File: config.mk
export PLATFORM = sky130hd
export DESIGN_NAME = xgs_dma_line_scheduler
export DESIGN_NICKNAME = d
export VERILOG_FILES = /design/src/rtl/xgs_athena_rtl_pkg.sv /design/src/rtl/xgs_line_buf_tracker.sv /design/src/rtl/xgs_dma_line_scheduler.sv
export SDC_FILE = /design/constraint.sdc
export NUM_CORES = 1
export LEC_CHECK = 0
export BUFFER_PORTS_ARGS = -buffer_cell sky130_fd_sc_hd__buf_2
export CAP_MARGIN = 20
export CORE_ASPECT_RATIO = 0.6
export CORE_MARGIN = 1
export CORE_UTILIZATION = 48
export CTS_CLUSTER_DIAMETER = 80
export CTS_CLUSTER_SIZE = 20
export DETAILED_ROUTE_END_ITERATION = 10
export HOLD_SLACK_MARGIN = 0.02
export PLACE_DENSITY_LB_ADDON = 0.25
export REMOVE_ABC_BUFFERS = 1
export SETUP_SLACK_MARGIN = 0.5
export SYNTH_ARGS = -nofsm -noshare
export SYNTH_HDL_FRONTEND = slang
export SYNTH_SLANG_ARGS = --single-unit
File: constraint.sdc
create_clock -name sclk -period 2.8 [get_ports sclk]
set_input_delay 0 -clock sclk [delete_from_list [all_inputs] [get_ports sclk]]
set_output_delay 0 -clock sclk [all_outputs]
set_load 0.02 [all_outputs]
File: src/rtl/xgs_athena_rtl_pkg.sv
// Shared scheduler state type and default widths
// for the XGS Athena capture path.
package xgs_athena_rtl_pkg;

    localparam int DEF_ADDR_W      = 64;
    localparam int DEF_PITCH_W     = 16;
    localparam int DEF_LINE_W      = 12;
    localparam int DEF_NUM_BUFFERS = 4;

    typedef enum logic [2:0] {
        IDLE,
        ACTIVE,
        REQ,
        XFER,
        DONE
    } sched_state_t;

endpackage

File: src/rtl/xgs_line_buf_tracker.sv
// Line-buffer ring bookkeeping: write/read pointers,
// occupancy count, full flag and sticky overflow.
module xgs_line_buf_tracker #(
    parameter  int NUM_BUFFERS = 4,
    localparam int PTR_W       = $clog2(NUM_BUFFERS),
    localparam int CNT_W       = $clog2(NUM_BUFFERS + 1)
) (
    input  logic             clk,
    input  logic             rst_n,
    input  logic             frame_active,
    input  logic             line_done,
    input  logic             xfer_done,
    output logic [PTR_W-1:0] rd_ptr,
    output logic [CNT_W-1:0] pending,
    output logic             full,
    output logic             overflow
);

    localparam logic [CNT_W-1:0] FULL_CNT = CNT_W'(NUM_BUFFERS);
    localparam logic [CNT_W-1:0] CNT_ONE  = CNT_W'(1);
    localparam logic [PTR_W-1:0] PTR_ONE  = PTR_W'(1);

    logic [PTR_W-1:0] wr_ptr;
    logic             accept;

    assign full   = (pending == FULL_CNT);
    assign accept = line_done && frame_active && !full;

    always_ff @(posedge clk or negedge rst_n) begin
        if (!rst_n) begin
            wr_ptr   <= '0;
            rd_ptr   <= '0;
            pending  <= '0;
            overflow <= 1'b0;
        end else begin
            if (accept) wr_ptr <= wr_ptr + PTR_ONE;
            if (xfer_done) rd_ptr <= rd_ptr + PTR_ONE;
            // a fill and a drain in the same cycle cancel out
            if (accept && !xfer_done) begin
                pending <= pending + CNT_ONE;
            end else if (!accept && xfer_done) begin
                pending <= pending - CNT_ONE;
            end
            if (line_done && full) overflow <= 1'b1;
        end
    end

endmodule

File: src/rtl/xgs_dma_line_scheduler.sv
// Sequences one host DMA write per completed sensor line
// and flags frame completion.
module xgs_dma_line_scheduler
    import xgs_athena_rtl_pkg::*;
#(
    parameter  int ADDR_W      = DEF_ADDR_W,
    parameter  int PITCH_W     = DEF_PITCH_W,
    parameter  int LINE_W      = DEF_LINE_W,
    parameter  int NUM_BUFFERS = DEF_NUM_BUFFERS,
    localparam int BUF_W       = $clog2(NUM_BUFFERS)
) (
    input  logic              sclk,
    input  logic              srst_n,
    input  logic              cfg_enable,
    input  logic [ADDR_W-1:0] cfg_host_base,
    input  logic [PITCH_W-1:0] cfg_line_pitch,
    input  logic              sof_i,
    input  logic              eof_i,
    input  logic              line_done_i,
    output logic              buf_full_o,
    output logic              dma_req_o,
    output logic [ADDR_W-1:0] dma_addr_o,
    output logic [BUF_W-1:0]  dma_buf_o,
    input  logic              dma_ack_i,
    input  logic              dma_done_i,
    output logic              frame_done_o,
    output logic [LINE_W-1:0] line_count_o,
    output logic              overflow_o,
    output logic              sof_err_o
);

    localparam int                CNT_W    = $clog2(NUM_BUFFERS + 1);
    localparam logic [LINE_W-1:0] LINE_MAX = '1;
    localparam logic [LINE_W-1:0] LINE_ONE = LINE_W'(1);

    sched_state_t       state_q;
    sched_state_t       state_d;
    logic [ADDR_W-1:0]  cur_addr;
    logic [PITCH_W-1:0] pitch_q;
    logic [LINE_W-1:0]  line_idx;
    logic               eof_seen;
    logic [CNT_W-1:0]   pending;
    logic               frame_active;
    logic               sof_accept;
    logic               xfer_done;

    assign frame_active = (state_q != IDLE);
    assign sof_accept   = (state_q == IDLE) && sof_i && cfg_enable;
    assign xfer_done    = (state_q == XFER) && dma_done_i;
    assign dma_addr_o   = cur_addr;
    assign line_count_o = line_idx;

    xgs_line_buf_tracker #(
        .NUM_BUFFERS (NUM_BUFFERS)
    ) u_tracker (
        .clk          (sclk),
        .rst_n        (srst_n),
        .frame_active (frame_active),
        .line_done    (line_done_i),
        .xfer_done    (xfer_done),
        .rd_ptr       (dma_buf_o),
        .pending      (pending),
        .full         (buf_full_o),
        .overflow     (overflow_o)
    );

    always_ff @(posedge sclk or negedge srst_n) begin
        if (!srst_n) begin
            state_q <= IDLE;
        end else begin
            state_q <= state_d;
        end
    end

    // frame base lives in cur_addr; it only moves after a finished line
    always_ff @(posedge sclk or negedge srst_n) begin
        if (!srst_n) begin
            cur_addr  <= '0;
            pitch_q   <= '0;
            line_idx  <= '0;
            eof_seen  <= 1'b0;
            sof_err_o <= 1'b0;
        end else begin
            if (sof_accept) begin
                cur_addr <= cfg_host_base;
                pitch_q  <= cfg_line_pitch;
                line_idx <= '0;
                eof_seen <= 1'b0;
            end else if (frame_active) begin
                if (eof_i) eof_seen <= 1'b1;
                if (sof_i) sof_err_o <= 1'b1;
            end
            if (xfer_done) begin
                cur_addr <= cur_addr + ADDR_W'(pitch_q);
                if (line_idx != LINE_MAX) line_idx <= line_idx + LINE_ONE;
            end
        end
    end

    always_comb begin
        state_d      = state_q;
        dma_req_o    = 1'b0;
        frame_done_o = 1'b0;
        unique case (state_q)
            IDLE: begin
                if (sof_accept) state_d = ACTIVE;
            end
            ACTIVE: begin
                if (pending != '0) begin
                    state_d = REQ;
                end else if (eof_seen) begin
                    state_d = DONE;
                end
            end
            REQ: begin
                dma_req_o = 1'b1;
                if (dma_ack_i) state_d = XFER;
            end
            XFER: begin
                if (dma_done_i) state_d = ACTIVE;
            end
            DONE: begin
                frame_done_o = 1'b1;
                state_d      = IDLE;
            end
            default: state_d = IDLE;
        endcase
    end

endmodule
-- Word level (Yosys, flattened, before mapping)
Cells that the tools add are included.
- input bits: 88
- word-level logic and storage cells: 64
- register bits: 103
- output and inout bits: 83
- equality and inequality tests: 10
- reductions and logical operators: 21
- bitwise gates (word level): 1
- add/sub/neg operators: 5
- muxes and demuxes: 18
- operators with widths (operator ; number):
    $mux 64 ; 2
    $add 64x16->64 ; 1
    $mux 12 ; 3
    $mux 3 ; 7
    $add 12x1->12 const B ; 1
    $ne 12x12->1 const B ; 1
    $pmux 3 s4 ; 1
    $logic_and 1x1->1 ; 8
    $reduce_bool 2->1 ; 4
    $eq 3x2->1 const B ; 2
    $eq 3x3->1 const B ; 2
    $ne 2x2->1 const B ; 3
    $reduce_bool 3->1 ; 2
    $mux 1 ; 5
    $reduce_and 4->1 ; 1
    $add 3x1->3 const B ; 1
    $eq 3x1->1 const B ; 1
    $logic_not 1->1 ; 3
    $logic_not 3->1 ; 1
    $ne 3x3->1 const B ; 1
    $reduce_and 3->1 ; 1
    $sub 3x1->3 const B ; 1
    $add 2x1->2 const B ; 1
    $reduce_and 2->1 ; 1
    $not 1->1 ; 1

-- Longest topological paths before layout
Gate-level depths: netlist (run 1).
- depth after elaboration: 7
- mapped depth: 11

-- Hierarchy
From an unflattened synthesis (run 1), not the netlist that was laid out.
- cells, all modules: 737
- area total of the unflattened synthesis: 6428.7 um2
- modules (own cells, without submodules) (module ; instances ; cells each ; area an instance (um2)):
    xgs_dma_line_scheduler ; 1 ; 715 ; 6148.4
    xgs_line_buf_tracker ; 1 ; 22 ; 280.3

-- Least setup slack after synthesis (run 1)
No wires, ideal clock.
- kind: register to register
- start: register cur_addr[0] (netlist: dma_addr_o[0])
- end: register cur_addr[22] (netlist: dma_addr_o[22])
- period minus slack after synthesis: 2766 ps
- arrival time: 2673 ps
- path slack: 34 ps
- cell stages (with the launch flop): 11
- buffers on the path: 1
- path through: dfrtp_1 -> ha_1 -> fa_1 -> a21oi_1 -> o211ai_1 -> a31oi_1 -> a21o_1 -> a21o_1 -> clkbuf_1 -> nor3_1 -> a211oi_1
- word-level cells in the longest chain between the ends: 2
- ends and longest elaborated chain (item ; RTL line ; RTL):
    start, declared ; xgs_dma_line_scheduler.sv:38 ; logic [ADDR_W-1:0] cur_addr;
    start signal, assigned ; xgs_dma_line_scheduler.sv:85 ; cur_addr <= cfg_host_base;
    start signal, assigned ; xgs_dma_line_scheduler.sv:94 ; cur_addr <= cur_addr + ADDR_W'(pitch_q);
    $add 64x16->64 ; xgs_dma_line_scheduler.sv:94 ;
    $mux 64 ; xgs_dma_line_scheduler.sv:93 ; if (xfer_done) begin
Every way passes these cells.
A chain may end at the register's enable or synchronous reset.

-- Worst setup path in the final report (run 1)
- start: register cur_addr[0] (netlist: dma_addr_o[0])
- end: register cur_addr[38] (netlist: dma_addr_o[38])
The elaborated chain is that of the path after synthesis.

==> summary.md, run 1 <==
| Metric | Value |
|---|---|
| Outcome | `complete, no violations` |
| RD Place Congestion | `0.8822` |
| Crit Reg-Reg Startpoint | `dma_addr_o[0]` |
| Clk buf depth | `2` |
| Skew-Pair Late Insertion Delay | `approximately 0.36 ns` |
| Worst hold path class | `input pin to register` |
| Area growth, synth to finish | `56.22%` |
| Worst r2r path cells | `11` |
| Antenna violations before repair | `1` |
| Crit end category | `register` |
| Vias in the first global route | `between 7000 and 8000` |
| # Max-Cap Violations | `0` |
| CTS tree | `built` |
| DP Worst Slack | `-0.06190 ns` |
| Crit path required time | `3.09 ns` |
| Post-layout min period | `2.640 ns` |
| Critical Path Fanout Max | `5` |
| CP Launch Type | `register` |
| Top-area cell type share of the netlist area | `0.4098` |
| Clock slew at reported path FFs | `0.07 ns` |
| Row count | `31` |
| Clock skew | `0.007478 ns` |
| Synth warnings | `0` |
| CP startpoint | `dma_addr_o[0]` |
| Die outline width | `approximately 150 µm` |
| Worst slew pin tran | `about 0.73 ns` |
| Ports | `171` |
| CP arrival | `around 2.9 ns` |
| Slew Viols, Final | `0` |
| Commonest cells post-synth | `nand2_1 (127), dfrtp_1 (103), nor2_1 (61)` |
| PortBufs | `170` |
| Worst IR Drop VDD | `around 600 µV` |
| Dpl cells | `1071` |
| Avg Vias per Cell | `6.477` |
| Cells after Synth | `728` |
| Finished Layout Cells | `roughly 1200` |
| Nets | `~1200` |
| Sequential area share after synthesis | `0.4098` |
| Total power | `0.01124 W` |
| Post-synth EDFFs | `0` |
| Pwr dens | `1144 mW/mm²` |
| Layout Utilization | `0.7916` |
| Detailed Place HPWL | `14.91 mm` |
| Avg Cell Area, Syn | `8.640 µm²` |
| H-tree Lvls | `3` |
| Most frequent cell after synthesis | `nand2_1` |
| Synth Flop Type | `dfrtp_1` |
| Ranking of synthesized cells by area | `dfrtp_1 (41%), nand2_1 (7.6%), nor2_1 (3.6%)` |
| Hold_sp | `cfg_host_base[47]` |
| Antenna viol nets, final | `0` |
| Yosys top cell by area | `dfrtp_1` |
| WL per Instance | `21.49 µm` |
| Filler cells | `760` |
| Crit share post-route | `0.9428` |
| Flop-to-flop setup slack | `0.16 ns` |
| Synthesized area | `0.006290 mm²` |
| Static leakage | `4.251 nW` |
| DIE AREA | `0.01358 mm²` |
| RSZ-0062 raised after global routing | `yes` |
| Crit Path Class | `register to register` |
| Core Area | `between 0.01 and 0.015 mm²` |
| Yosys cell types | `64` |
| Area of the multi-input gates | `0.004230 mm²` |
| Remaining Overflow, GRT | `0` |
| Sink Count | `between 100 and 150` |
| Largest net degree at the start of global routing | `77` |
| 1st-iter DRT viols | `935` |
| Hold Fails Final Rpt | `0` |
| Slew Limit Headroom | `0.5148` |
| Total iterations of the first detailed-routing run | `6` |
| DRC | `0` |
| GRT Total Usage | `0.3671` |
| Final setup TNS | `0 ns` |
| Sequential cell area | `0.002584 mm²` |
| Final WS setup | `0.1602 ns` |
| Clk root buf | `clkbuf_16` |
| Hold depth | `4` |
| Share of cells above drive strength 1 | `0.3735` |
| Routed wire length | `roughly 26 mm` |
| DR vias | `7909` |
| Final setup fails | `0` |
| Worst Hold End | `dma_addr_o[47]` |
| #FFs+latches synth | `103` |
| R2r endpoint | `dma_addr_o[38]` |
| Initial Utilization | `0.5068` |
| Die Y | `90.67 µm` |
| Num CTS Buffers | `9` |
| Asr flop ratio synth | `1.000` |
| First-pass GRT wire length | `just under 40 mm` |
| FMAX | `378.8 MHz` |
## state kept, by name (all words and copies together), names as in the netlist
signal              count
u_tracker.rd_ptr        2
state_q                 3
u_tracker.pending       3
eof_seen                1
line_count_o           12
sof_err_o               1
dma_addr_o             64
pitch_q                16
u_tracker.overflow      1
## metrics by stage
step	cell area, µm²	hold WS (ns)
3_5_place_dp	7561	0.1969
4_1_cts	9562	0.02166
2_1_floorplan	6176	-0.2956
5_1_grt	9826	0.04643
6_report	9826	0.03288
3_3_place_gp	7561	0.1907
## cell families (layout without fill, tap and decap cells)
kind of cell / count (synthesis) / after routing / synth area share
buffers and inverters: 41 / 368 / 0.02467
adders and majority gates: 20 / 20 / 0.04217
xor gates and xnor gates: 19 / 19 / 0.02646
AOI/OAI and AO/OA: 198 / 198 / 0.2190
DFF: 103 / 103 / 0.4098
other: 0 / 1 / 0
and+or+nand+nor: 337 / 337 / 0.2614
muxes: 10 / 10 / 0.01651
## layout by cell type (no fill, tap or decap), types with 8 or more instances in the layout
| cell | Yosys | layout |
|---|---|---|
| nand4_1 | 13 | 13 |
| dlygate4sd3_1 | 0 | 76 |
| buf_2 | 1 | 169 |
| inv_1 | 11 | 10 |
| a22oi_1 | 9 | 8 |
| nand2_1 | 127 | 124 |
| a21o_1 | 10 | 10 |
| buf_4 | 0 | 78 |
| buf_6 | 0 | 11 |
| nand3_1 | 36 | 31 |
| nor2_1 | 61 | 54 |
| xnor2_1 | 10 | 9 |
| clkbuf_16 | 0 | 9 |
| o21ai_1 | 0 | 8 |
| and3_1 | 19 | 19 |
| nor3_1 | 18 | 13 |
| o21ai_0 | 36 | 25 |
| or3_1 | 15 | 12 |
| dfrtp_1 | 103 | 98 |
| and4_1 | 12 | 10 |
| a31oi_1 | 9 | 8 |
| a211oi_2 | 0 | 11 |
| a21oi_1 | 35 | 25 |
| ha_4 | 0 | 13 |
| o211ai_1 | 15 | 15 |
| o22ai_1 | 8 | 8 |
| xor2_1 | 9 | 9 |
## worst max-delay path, stage by stage, from the launching register on
cell and delay [ns]:
dfrtp_1 0.41, ha_4 0.18, fa_2 0.39, a21oi_4 0.21
o211ai_1 0.13, a31oi_2 0.26, buf_4 0.17, a21oi_4 0.08
o211ai_1 0.22, buf_4 0.19, o22a_1 0.18, o21a_1 0.15
## worst max path at each step
| stage | to | cells past startpoint |
|---|---|---|
| after floorplan | u_tracker.pending[1] | 7 |
| after global placement | dma_addr_o[38] | 9 |
| after detailed placement | dma_addr_o[38] | 9 |
| after CTS | dma_addr_o[56] | 11 |
| after global routing | dma_addr_o[58] | 10 |
| final | dma_addr_o[38] | 11 |
## cell type report
class                      count  share of cell area
clock buffer                  11             0.02470
sequential                   103              0.2630
antenna                        1           0.0002547
tap                          165             0.02101
clock inverter                 5            0.005730
timing repair buffer         341              0.2502
inverter                      11            0.004584
multi-input combinational    584              0.4305
## layer usage
layer	global-route usage	wire length (µm)	vias to the layer above
li1	-	-	3365
met1	0.4974	10160	3731
met2	0.5563	11550	670
met3	0.09141	3282	143
met4	0.1574	1252	0
met5	0	0	-
## power breakdown
part	total (W)	internal (W)	switching [W]
clock	0.00132	0.000720	0.000602
sequential	0.00298	0.00214	0.000842
combinational	0.00694	0.00299	0.00395
total	0.0112	0.00585	0.00540
## timing repair
item                                    in CTS  in global routing
hold buffers                                75                  1
pin swaps                                   74                 25
buffers inserted                            43                 13
hold endpoints to repair                   148                  4
gates resized for setup                    126                 26
endpoints found under the setup margin      55                 59
(Power assumes the default switching activity.)
==> inputs of run 2 (changes only) <==
BUFFER_PORTS_ARGS = -buffer_cell sky130_fd_sc_hd__buf_4   (was -buffer_cell sky130_fd_sc_hd__buf_2)
TNS_END_PERCENT = 20   (was unset)
==> summary.md, run 2 (same netlist as run 1, synthesis figures left out) <==
| Metric | Value |
|---|---|
| Diode count | `0` |
| WL per Instance | `19.94 µm` |
| Cell Area, Placed | `0.008044 mm²` |
| Cells along the critical path | `ha_4 > fa_2 > a21oi_4 > o211ai_1 > a31oi_2 > buf_4 > a21oi_4 > o211ai_1 > buf_4 > or4_1 > a31oi_1` |
| RD Place Congestion | `0.8937` |
| Largest register FFs | `64` |
| Ports | `171` |
| Antenna violations before repair | `0` |
| Die Y | `90.67 µm` |
| Slew Limit Headroom | `0.2952` |
| Hold Fails Final Rpt | `0` |
| Finished Layout Cells | `1197` |
| Sink Count | `between 100 and 150` |
| Final setup fails | `0` |
| Clock slew at reported path FFs | `0.07 ns` |
| Crit share post-route | `0.9467` |
| Critical Path Fanout Max | `6` |
| Clk buf depth | `2` |
| Pwr dens | `1114 mW/mm²` |
| RSZ-0062 raised after global routing | `yes` |
| Seq pwr share | `0.277` |
| H-tree Lvls | `3` |
| Largest net degree at the start of global routing | `between 60 and 70` |
| DRC | `0` |
| Internal power | `0.005707 W` |
| Crit Path Class | `register to register` |
| Static leakage | `4.173 nW` |
| Total iterations of the first detailed-routing run | `7` |
| Crit end category | `register` |
| Worst IR Drop VDD | `575.8 µV` |
| Most frequent cells in the layout | `buf_4 (240), nand2_1 (126), dfrtp_1 (100), dlygate4sd3_1 (74), nor2_1 (58)` |
| Detailed Place HPWL | `15.59 mm` |
| Avg Vias per Cell | `6.281` |
| DIE AREA | `0.01358 mm²` |
| Clock skew | `0.007672 ns` |
| Final Cell Area | `0.009613 mm²` |
| Vias in the first global route | `7275` |
| PortBufs | `170` |
| Slew Viols, Final | `0` |
| Switch share | `0.4670` |
| DR vias | `about 7500` |
| Net switching power | `0.005000 W` |
| Share of cells above drive strength 1 | `0.3091` |
| CP Launch Type | `register` |
| Clk root buf | `clkbuf_16` |
| Outcome | `complete, no violations` |
| Num CTS Buffers | `9` |
| Dpl cells | `1079` |
| Crit-path slowest cell | `or4_1` |
| Antenna viol nets, final | `0` |
| Worst path max stage delay | `0.41 ns` |
| Clk pwr share | `0.110` |
| Post-layout min period | `2.651 ns` |
| FMAX | `377.2 MHz` |
| CP arrival | `2.92 ns` |
| Most common cell after layout, fill and taps aside | `buf_4` |
| # Max-Cap Violations | `0` |
| Nets | `about 1100` |
| Routed wire length | `23.87 mm` |
| Crit path required time | `3.07 ns` |
| 1st-iter DRT viols | `818` |
| Logic pwr share | `0.613` |
| Die outline width | `149.8 µm` |
| Core Area | `0.01241 mm²` |
| Worst hold path class | `input pin to register` |
| Skew-Pair Late Insertion Delay | `roughly 0.35 ns` |
| Area growth, synth to finish | `52.83%` |
| Worst slew pin tran | `1.053 ns` |
| GRT Total Usage | `0.3443` |
| CTS tree | `built` |
| Initial Utilization | `0.5068` |
| First-pass GRT wire length | `~37 mm` |
| Remaining Overflow, GRT | `0` |
| Row count | `31` |
==> run 2: changes by cell type in the layout (fill, tap and decap cells not counted), moves of 7 or more <==
| cell | previous run | this run |
|---|---|---|
| a211oi_1 | 4 | 16 |
| a211oi_2 | 11 | 1 |
| a21oi_1 | 25 | 33 |
| a21oi_2 | 7 | 0 |
| buf_2 | 169 | 0 |
| buf_4 | 78 | 240 |
| buf_6 | 11 | 1 |
==> run 2: path summary, 6_finish.rpt <==
path	from	to	slack, ns	cells after the start
max	dma_addr_o[0]	dma_addr_o[46]	0.15	11
min	cfg_host_base[45]	dma_addr_o[45]	0.03	3
max reg2reg	dma_addr_o[0]	dma_addr_o[46]	0.15	11
min reg2reg	u_tracker.overflow	u_tracker.overflow	0.46	1
max in group asynchronous	srst_n	dma_addr_o[20]	1.85	3
min in group asynchronous	srst_n	pitch_q[3]	0.19	2
==> run 2: timing repair <==
action / CTS / global route
hold buffers: 74 / 0
endpoints found under the hold margin: 116 / 0
gates resized for setup: 35 / 27
buffers inserted: 25 / 4
setup endpoints to repair: 58 / 57
pin swaps: 20 / 14
==> run 2: through the flow <==
step / hold WS [ns] / power (W) / util / TNS, ns / worst slack (ns)
finish: 0.03115 / 0.01071 / 0.7745 / 0 / 0.1492
global route: 0.04098 / 0.01129 / 0.7745 / 0 / 0.06551
CTS: 0.02242 / 0.01015 / 0.7612 / 0 / 0.2384
detailed placement: 0.04534 / 0.008279 / 0.6481 / -0.3769 / -0.1180
global placement: 0.03986 / 0.008047 / 0.6481 / 0 / 0.01218
floorplan: -0.2956 / 0.006031 / - / -57.82 / -1.233
==> run 2: per-layer routing <==
layer  global-route usage  wire length [µm]
met1               0.4788              9823
met3              0.08283              2807
met5                    0                 0
met4               0.1035               630
met2               0.5297             10600
==> run 2: cell type report <==
class,instances,area (µm²)
multi-input combinational,584,3884
fill,833,2799
inverter,11,41.29
clock buffer,12,246.5
timing repair buffer,319,2634
tap,165,206.4
clock inverter,3,20.02
sequential,103,2581
==> run 2: power by group through the flow <==
stage                     combinational, W  clock, W  sequential (W)
after global routing               0.00701   0.00123         0.00305
after global placement             0.00520         0         0.00284
final                              0.00656   0.00118         0.00297
after CTS                          0.00607   0.00118         0.00290
after floorplan                    0.00271         0         0.00332
after detailed placement           0.00539         0         0.00289
==> run 2: critical path, delay by kind of cell (launching register included) <==
kind	cells	cell delay [ns]
AO/OA/AOI/OAI	6	0.99
adder cells (fa/ha/maj)	2	0.41
buffers and inverters	2	0.35
AND/OR/NAND/NOR	1	0.41
flip-flops	1	0.40
==> inputs of run 3 (changes only) <==
GPL_TIMING_DRIVEN = 0   (was unset)
==> summary.md, run 3 (same netlist as run 1, synthesis figures left out) <==
| Metric | Value |
|---|---|
| Area growth, synth to finish | `55.16%` |
| 1st-iter DRT viols | `between 900 and 1000` |
| Clock slew at reported path FFs | `0.07 ns` |
| PortBufs | `170` |
| CTS tree | `built` |
| WL per Instance | `20.17 µm` |
| Critical Path Fanout Max | `6` |
| Net switching power | `0.005151 W` |
| Total iterations of the first detailed-routing run | `5` |
| DRC | `0` |
| Detailed Place HPWL | `14.27 mm` |
| Antenna viol nets, final | `0` |
| Worst hold path class | `input pin to register` |
| Sink Count | `around 100` |
| Most frequent cells in the layout | `buf_4 (215), nand2_1 (123), dfrtp_1 (94), dlygate4sd3_1 (74), nor2_1 (56)` |
| Largest register FFs | `64` |
| Seq pwr share | `0.279` |
| CP arrival | `between 3 and 4 ns` |
| Logic pwr share | `0.612` |
| Routed wire length | `between 20 and 25 mm` |
| Dpl cells | `1037` |
| Clk buf depth | `2` |
| Clk pwr share | `0.110` |
| Crit end category | `register` |
| Crit path required time | `3.07 ns` |
| Final WS setup | `0.01976 ns` |
| CP Launch Type | `register` |
| Crit Path Class | `register to register` |
| Hold Fails Final Rpt | `0` |
| GRT Total Usage | `0.3370` |
| RD Place Congestion | `between 0.8 and 0.9` |
| Row count | `31` |
| Die outline width | `149.8 µm` |
| Final setup fails | `0` |
| Static leakage | `just over 4 nW` |
| Slew Limit Headroom | `0.2732` |
| Pwr dens | `about 1100 mW/mm²` |
| DIE AREA | `0.01358 mm²` |
| First-pass GRT wire length | `between 30 and 40 mm` |
| Most common cell after layout, fill and taps aside | `buf_4` |
| DR vias | `7517` |
| Worst slew pin tran | `~1.1 ns` |
| H-tree Lvls | `3` |
| Layout Utilization | `0.7863` |
| Share of cells above drive strength 1 | `0.3337` |
| DP Worst Slack | `-0.3947 ns` |
| Skew-Pair Late Insertion Delay | `0.35 ns` |
| Nets | `1119` |
| Largest net degree at the start of global routing | `58` |
| Slew Viols, Final | `0` |
| Avg Vias per Cell | `6.365` |
| Remaining Overflow, GRT | `0` |
| Antenna violations before repair | `0` |
| Finished Layout Cells | `between 1000 and 1500` |
| Switch share | `0.4743` |
| RSZ-0062 raised after global routing | `yes` |
| Die Y | `90.67 µm` |
| Ports | `171` |
| Core Area | `about 0.012 mm²` |
| FMAX | `359.7 MHz` |
| Num CTS Buffers | `9` |
| Initial Utilization | `0.5068` |
| Vias in the first global route | `6941` |
| Post-layout min period | `roughly 2.8 ns` |
| Crit share post-route | `0.9929` |
| Clk root buf | `clkbuf_16` |
| Worst IR Drop VDD | `573.5 µV` |
| Internal power | `0.005709 W` |
| # Max-Cap Violations | `0` |
| Outcome | `complete, no violations` |
| Diode count | `0` |
| Clock skew | `0.009939 ns` |
[run 3: changes by cell type in the layout (fill, tap and decap cells not counted), moves of 4 or more]
| cell | change |
|---|---|
| buf_6 | +4 |
| a21oi_1 | -4 |
| dfrtp_1 | -6 |
| buf_4 | -25 |
| a211oi_1 | -6 |
| dfrtp_2 | +6 |
[run 3: repair_timing]
action | CTS | global route
cloned | 3 | 0
gates resized for setup | 77 | 40
buffers inserted | 35 | 16
pin swaps | 34 | 32
endpoints found under the hold margin | 119 | 0
endpoints found under the setup margin | 59 | 60
hold buffers | 74 | 0
[run 3: path summary, 6_finish.rpt]
kind	from	endpoint	slack, ns	cells after the start
setup / recovery	dma_addr_o[9]	dma_addr_o[46]	0.02	10
hold / removal	cfg_host_base[52]	dma_addr_o[52]	0.02	4
max in group asynchronous	srst_n	u_tracker.pending[1]	1.86	3
min in group asynchronous	srst_n	dma_addr_o[2]	0.20	2
setup reg to reg	dma_addr_o[9]	dma_addr_o[46]	0.02	10
hold reg to reg	u_tracker.rd_ptr[1]	u_tracker.rd_ptr[1]	0.47	1
[run 3: layer usage]
metal | global-route usage | share of wire
met4 | 0.1111 | 0.025
met2 | 0.5015 | 0.44
met1 | 0.4826 | 0.42
met5 | 0 | 0
met3 | 0.07525 | 0.12
[run 3: power groups by stage]
stage                     sequential [W]  clock [W]  combinational, W
after floorplan                  0.00332          0           0.00271
after CTS                        0.00292    0.00120           0.00591
after global routing             0.00312    0.00126           0.00705
after global placement           0.00288          0           0.00480
after detailed placement         0.00294          0           0.00498
final                            0.00303    0.00119           0.00664
[run 3: per-stage QoR]
| stage | TNS, ns | power [W] | hold WS, ns | instance area, µm² |
|---|---|---|---|---|
| 4_1_cts | 0 | 0.01003 | 0.02921 | 9409 |
| 6_report | 0 | 0.01086 | 0.02377 | 9759 |
| 5_1_grt | -0.02359 | 0.01143 | 0.04275 | 9759 |
| 2_1_floorplan | -57.82 | 0.006031 | -0.2956 | 6176 |
| 3_3_place_gp | -227.80 | 0.007683 | 0.1908 | 7659 |
| 3_5_place_dp | -9.144 | 0.007921 | 0.07085 | 7764 |
[run 3: critical path, cell delays in order, from the launching register on]
cell and delay, ns:
dfrtp_1 0.41, ha_2 0.39, o21ai_0 0.09, o21ai_0 0.26, o211ai_1 0.20, buf_4 0.20
a21oi_4 0.26, o211ai_1 0.14, buf_4 0.19, or4_4 0.41, a31oi_1 0.15
[run 3: final cells by class]
cell class / instances / area (µm²)
Clock buffer: 12 / 236.5
Clock inverter: 4 / 32.53
Fill cell: 776 / 2653
Inverter: 11 / 48.80
Multi-Input combinational cell: 587 / 4128
Sequential cell: 103 / 2589
Tap cell: 165 / 206.4
Timing Repair Buffer: 299 / 2519
